===== src/rtl/popcount_vec_sched_pkg.sv =====
// popcount_vec_sched_pkg: scheduler state encoding and byte width shared by the popcount schedulers
package popcount_vec_sched_pkg;
  typedef enum logic [1:0] {IDLE = 2'd0, RUN = 2'd1, DONE = 2'd2} state_t;
  localparam int BYTE_W = 8;
endpackage


===== src/rtl/popcount_int8.sv =====
// popcount_int8: combinational 8-bit population count
module popcount_int8 #(
  parameter int IMPL_TYPE = 0
) (
  input  logic [7:0] a,
  output logic [3:0] y
);
  if (IMPL_TYPE == 0) begin : g_tree
    logic [1:0] s2 [4];
    logic [2:0] s4 [2];
    for (genvar i = 0; i < 4; i++) begin : g_s2
      assign s2[i] = {1'b0, a[2*i]} + {1'b0, a[2*i+1]};
    end
    for (genvar j = 0; j < 2; j++) begin : g_s4
      assign s4[j] = {1'b0, s2[2*j]} + {1'b0, s2[2*j+1]};
    end
    assign y = {1'b0, s4[0]} + {1'b0, s4[1]};
  end else begin : g_loop
    always_comb begin
      y = '0;
      for (int i = 0; i < 8; i++) y = y + {3'b0, a[i]};
    end
  end
endmodule


===== src/rtl/popcount_vec_sched.sv =====
// popcount_vec_sched: one byte per clock through a shared popcount_int8, summing a vector's bit count
module popcount_vec_sched
  import popcount_vec_sched_pkg::*;
#(
  parameter int NUM_BYTES = 4,
  parameter int IMPL_TYPE = 0,
  localparam int LEN_W = $clog2(NUM_BYTES + 1),
  localparam int CNT_W = $clog2(8 * NUM_BYTES + 1)
) (
  input  logic                   clk,
  input  logic                   rst,
  input  logic                   in_valid,
  output logic                   in_ready,
  input  logic [8*NUM_BYTES-1:0] in_data,
  input  logic [LEN_W-1:0]       in_len,
  output logic                   out_valid,
  input  logic                   out_ready,
  output logic [CNT_W-1:0]       out_count,
  output logic                   busy
);
  state_t                 state;
  logic [8*NUM_BYTES-1:0] sr;
  logic [LEN_W-1:0]       len, idx, len_c;
  logic [3:0]             pc_y, pc_q;
  logic                   pc_vld_q;
  logic [CNT_W-1:0]       acc;
  logic                   in_fire;
  popcount_int8 #(.IMPL_TYPE(IMPL_TYPE)) u_pc (.a(sr[BYTE_W-1:0]), .y(pc_y));
  assign in_ready  = (state == IDLE) | ((state == DONE) & out_ready);
  assign in_fire   = in_valid & in_ready;
  assign out_valid = state == DONE;
  assign busy      = state != IDLE;
  assign out_count = acc;
  assign len_c     = (in_len == '0 || in_len > LEN_W'(NUM_BYTES)) ? LEN_W'(NUM_BYTES) : in_len;
  // The count issued on the last byte lands in acc one edge later, so DONE waits for pc_vld_q.
  always_ff @(posedge clk) begin
    if (rst) begin
      state    <= IDLE;
      sr       <= '0;
      len      <= '0;
      idx      <= '0;
      pc_q     <= '0;
      pc_vld_q <= 1'b0;
      acc      <= '0;
    end else if (in_fire) begin
      state    <= RUN;
      sr       <= in_data;
      len      <= len_c;
      idx      <= '0;
      acc      <= '0;
      pc_vld_q <= 1'b0;
    end else begin
      if (pc_vld_q) acc <= acc + CNT_W'(pc_q);
      if (state == RUN) begin
        if (idx < len) begin
          pc_q     <= pc_y;
          pc_vld_q <= 1'b1;
          sr       <= sr >> BYTE_W;
          idx      <= idx + LEN_W'(1);
        end else begin
          pc_vld_q <= 1'b0;
          if (pc_vld_q) state <= DONE;
        end
      end
      if (state == DONE && out_ready) state <= IDLE;
    end
  end
endmodule


===== config.mk =====
export PLATFORM = sky130hd
export DESIGN_NAME = popcount_vec_sched
export DESIGN_NICKNAME = d
export VERILOG_FILES = /design/src/rtl/popcount_vec_sched_pkg.sv /design/src/rtl/popcount_int8.sv /design/src/rtl/popcount_vec_sched.sv
export SDC_FILE = /design/constraint.sdc
export NUM_CORES = 1
export LEC_CHECK = 0
export CORE_MARGIN = 8
export CORE_UTILIZATION = 46
export CTS_BUF_LIST = sky130_fd_sc_hd__clkbuf_16
export CTS_CLUSTER_DIAMETER = 120
export DETAILED_ROUTE_END_ITERATION = 12
export PLACE_DENSITY = 0.75
export SLEW_MARGIN = 25
export SYNTH_ARGS = -nofsm -noshare
export SYNTH_HDL_FRONTEND = slang
export SYNTH_SLANG_ARGS = --single-unit

===== constraint.sdc =====
create_clock -name clk -period 2.8 [get_ports clk]
set_input_delay 0.84 -clock clk [delete_from_list [all_inputs] [get_ports clk]]
set_output_delay 0.84 -clock clk [all_outputs]
set_load 0.005 [all_outputs]

==> summary.txt <==
Power
  • Switching share of power: 25.2%
  • Sequential Power Share: 47.8%
  • Logic pwr share: 17.9%
  • Clk pwr share: 34.3%
  • Peak supply drop: 0.277 mV
  • Cell Int Power: 1240 uW
  • Power per standard cell area: 525 mW/mm^2
  • Pleak: 0.00119 uW
  • Design Power: 1650 uW
  • Switching power: 416 uW

Die
  • Initial Utilization: 47.8%
  • Die Area: 0.00790 sq mm
  • Row cnt: 26
  • IO Pins: 48
  • Die Span Y: 88.9 um
  • Core Box Area: 0.00511 sq mm
  • Chip Width: 88.9 um

Setup path
  • Req. time, crit path: 3020 ps
  • Crit path from: sr[3]
  • Reg-to-Reg End: pc_q[2]
  • Peak fanout along the critical path: 2
  • R2R depth: 11
  • Worst path max stage delay: 540 ps
  • Reg2reg setup slack: -30 ps
  • CP endpoint: pc_q[2]
  • Worst Path Class, Setup: reg -> reg
  • Crit path max-delay cell type: fa_1
  • Crit end category: register
  • Critical path arrival: 3040 ps
  • CP cell instances: inv_2 -> fa_1 -> fa_1 -> fa_1 -> inv_2 -> ha_4 -> inv_2 -> fa_2 -> xnor2_2 -> nand2_1 -> a21oi_1
  • Startpoint types: register
  • Reg-to-reg startpoint: sr[3]

Logic synthesis
  • Sequential area share after synthesis: 41.8%
  • Mean post-synth cell area: 8.66 sq um
  • YS warnings: 0
  • #FFs+latches synth: 51
  • Syn Nets: 337
  • Post-synth EDFFs: 0
  • Synth Cell Area: 0.00244 sq mm
  • Ys async rst share: 0%
  • Cell count after synthesis: 282
  • Netlist cell types: 35
  • Dominant synthesized flop cell: dfxtp_1

Placed design
  • Pre-CTS setup slack: -120 ps
  • GPL Wtd Cong: 0.783
  • Placed Cells incl. Taps: 386
  • PortBufs: 47
  • Hpwl dp: 3680 um

GRT
  • Initial antenna violation count: 0
  • Vias in the first global route: 2094
  • GR Overflow Total: 0
  • Pin count of the biggest net entering global routing: 43
  • First-pass GRT wire length: 9250 um
  • Total GRT Usage: 14.9%

Timing
  • Relative slew slack: 70.3%
  • Post-layout min period: 2830 ps
  • Setup TNS: -37.0 ps
  • Worst hold margin: 447 ps
  • Fmax: 0.354 GHz
  • Worst Max-Slew Pin Slew: 446 ps
  • Worst Skew: 4.91 ps
  • Final Hold Fails: 0
  • RSZ-0062 raised after global routing: yes
  • Final setup viols: 2
  • PnR worst setup slack: -25.5 ps
  • Slew Viols, Final: 0
  • Period utilisation layout: 101%

Cells and area
  • # nets final: 380
  • Layout cells sized above 1: 8.90%
  • Area grow syn2layout: 28.8%
  • Antenna diodes: 0
  • Fillers: 489
  • Fin cells: 396

Detailed routing
  • Routed WL: 5410 um
  • Wire per inst: 13.7 um
  • DRT iter0 DRCs: 132
  • DRT Pass-1 Iters: 4
  • Vias: 2120
  • # DRC: 0
  • Via density: 5.35
  • Routed Antenna Nets: 0

Hold path
  • Worst hold path type: reg -> reg

Clock network
  • CTS buffer count: 5
  • Clock transition at path regs: 60 ps
  • Clock latency reported for the late side of the worst-skew pair: 280 ps
  • CTS tree: built
  • H-tree Lvls: 2
  • Root buffer cell: clkbuf_16
  • Clock Path Buffers: 2
  • # clock sinks: 51

Run status
  • Status: finished, violations left
  • Violated checks: negative setup slack

Run
  • Max Cap Viol: 0
final cells by class:
type | count | area [sq um] | area share (%)
clock buffers | 5 | 125 | 3.98
clock inverters | 3 | 11.3 | 0.358
flip-flops and latches | 51 | 1020 | 32.5
repair buffers | 56 | 553 | 17.6
inverters | 21 | 78.8 | 2.50
well taps | 70 | 87.6 | 2.78
multi-input cells | 190 | 1270 | 40.3
cell usage in the layout (no fill, tap or decap), types with 2 or more instances in the layout:
cell type and instances:
a211o_1 2, o21a_1 3, clkinv_1 2, ha_1 10, dfxtp_1 49, a21o_1 3, inv_2 3, clkdlybuf4s50_1 46
nand3b_1 2, xnor2_1 2, buf_4 7, inv_1 19, dfxtp_2 2, clkbuf_16 5, fa_1 4, nor2_1 9
mux2i_1 3, a22oi_1 24, a21oi_1 43, a211oi_1 3, nand2_1 23, or2_2 2, o211ai_1 2, nor2b_1 3
o21ai_0 3, and2b_1 2, nand3_1 32
routing by layer:
metal | part of all wire (%) | track usage (%) | vias up
met1 | 44 | 16.6 | 979
met2 | 48 | 25.2 | 56
li1 | - | - | 1073
met5 | 0 | 0 | -
met3 | 6.4 | 5.39 | 12
met4 | 1.9 | 5.68 | 0
cell families (layout without fill, tap and decap cells):
logic type | after synthesis | in the layout | share of synthesized area (%)
compound gates | 87 | 87 | 22.2
fa+ha+maj | 16 | 16 | 9.73
simple gates | 81 | 81 | 16.2
xor+xnor | 3 | 3 | 1.08
buf+inv | 41 | 85 | 7.79
mux | 3 | 3 | 1.23
flops | 51 | 51 | 41.8
cell usage after synthesis (2+ instances only):
master / n / area (sq um)
dfxtp_1: 51 / 1020
a21oi_1: 44 / 220
nand3_1: 33 / 165
a22oi_1: 24 / 180
nand2_1: 23 / 86.3
inv_1: 21 / 78.8
ha_1: 11 / 138
nor2_1: 9 / 33.8
clkbuf_1: 8 / 30.0
buf_2: 5 / 25.0
fa_1: 5 / 100
a211oi_1: 4 / 30.0
buf_4: 4 / 30.0
a21o_1: 3 / 22.5
mux2i_1: 3 / 30.0
nor2b_1: 3 / 18.8
o21a_1: 3 / 22.5
o21ai_0: 3 / 15.0
xnor2_1: 3 / 26.3
a211o_1: 2 / 17.5
and2b_1: 2 / 15.0
buf_6: 2 / 22.5
nand3b_1: 2 / 15.0
o211ai_1: 2 / 15.0
or2_2: 2 / 12.5
critical path: cells and delay by family (launching register included):
kind            cells  cell delay, ps
fa+ha+maj           5            1930
buf+inv             3             170
xor+xnor            1             140
simple gates        1              70
flops               1             330
compound gates      1             120
through the flow:
stage | area, sq um | util, %
after floorplan | 2440 | -
after global placement | 2950 | 57.8
after detailed placement | 2950 | 57.8
after CTS | 3110 | 60.9
after global routing | 3150 | 61.6
final | 3150 | 61.6
state kept, by name, summed over array words and instances, names as in the netlist:
| register | flops |
|---|---|
| sr | 32 |
| out_count | 6 |
| pc_q | 4 |
| idx | 3 |
| len | 3 |
| state | 2 |
| pc_vld_q | 1 |
worst min path at each step:
stage | slack [ps] | cells past startpoint | to | startpoint
5_1_grt | 480 | 2 | len[0] | len[0]
3_5_place_dp | 440 | 2 | len[0] | len[0]
6_report | 450 | 2 | len[0] | len[0]
3_3_place_gp | 440 | 2 | len[0] | len[0]
2_1_floorplan | 430 | 2 | len[0] | len[0]
4_1_cts | 450 | 2 | len[0] | len[0]
what timing repair did:
item,in CTS,in global routing
gates resized for setup,8,6
endpoints found under the hold margin,0,0
endpoints found under the setup margin,3,3
pin swaps,6,6
hold buffers,0,0
buffers inserted,1,1
power groups by stage:
stage	combinational [uW]	clock (uW)	sequential, uW
floorplan	173	0	798
global placement	260	0	803
detailed placement	272	0	804
CTS	279	580	788
global route	328	617	794
finish	296	567	789
(Power assumes the default switching activity.)
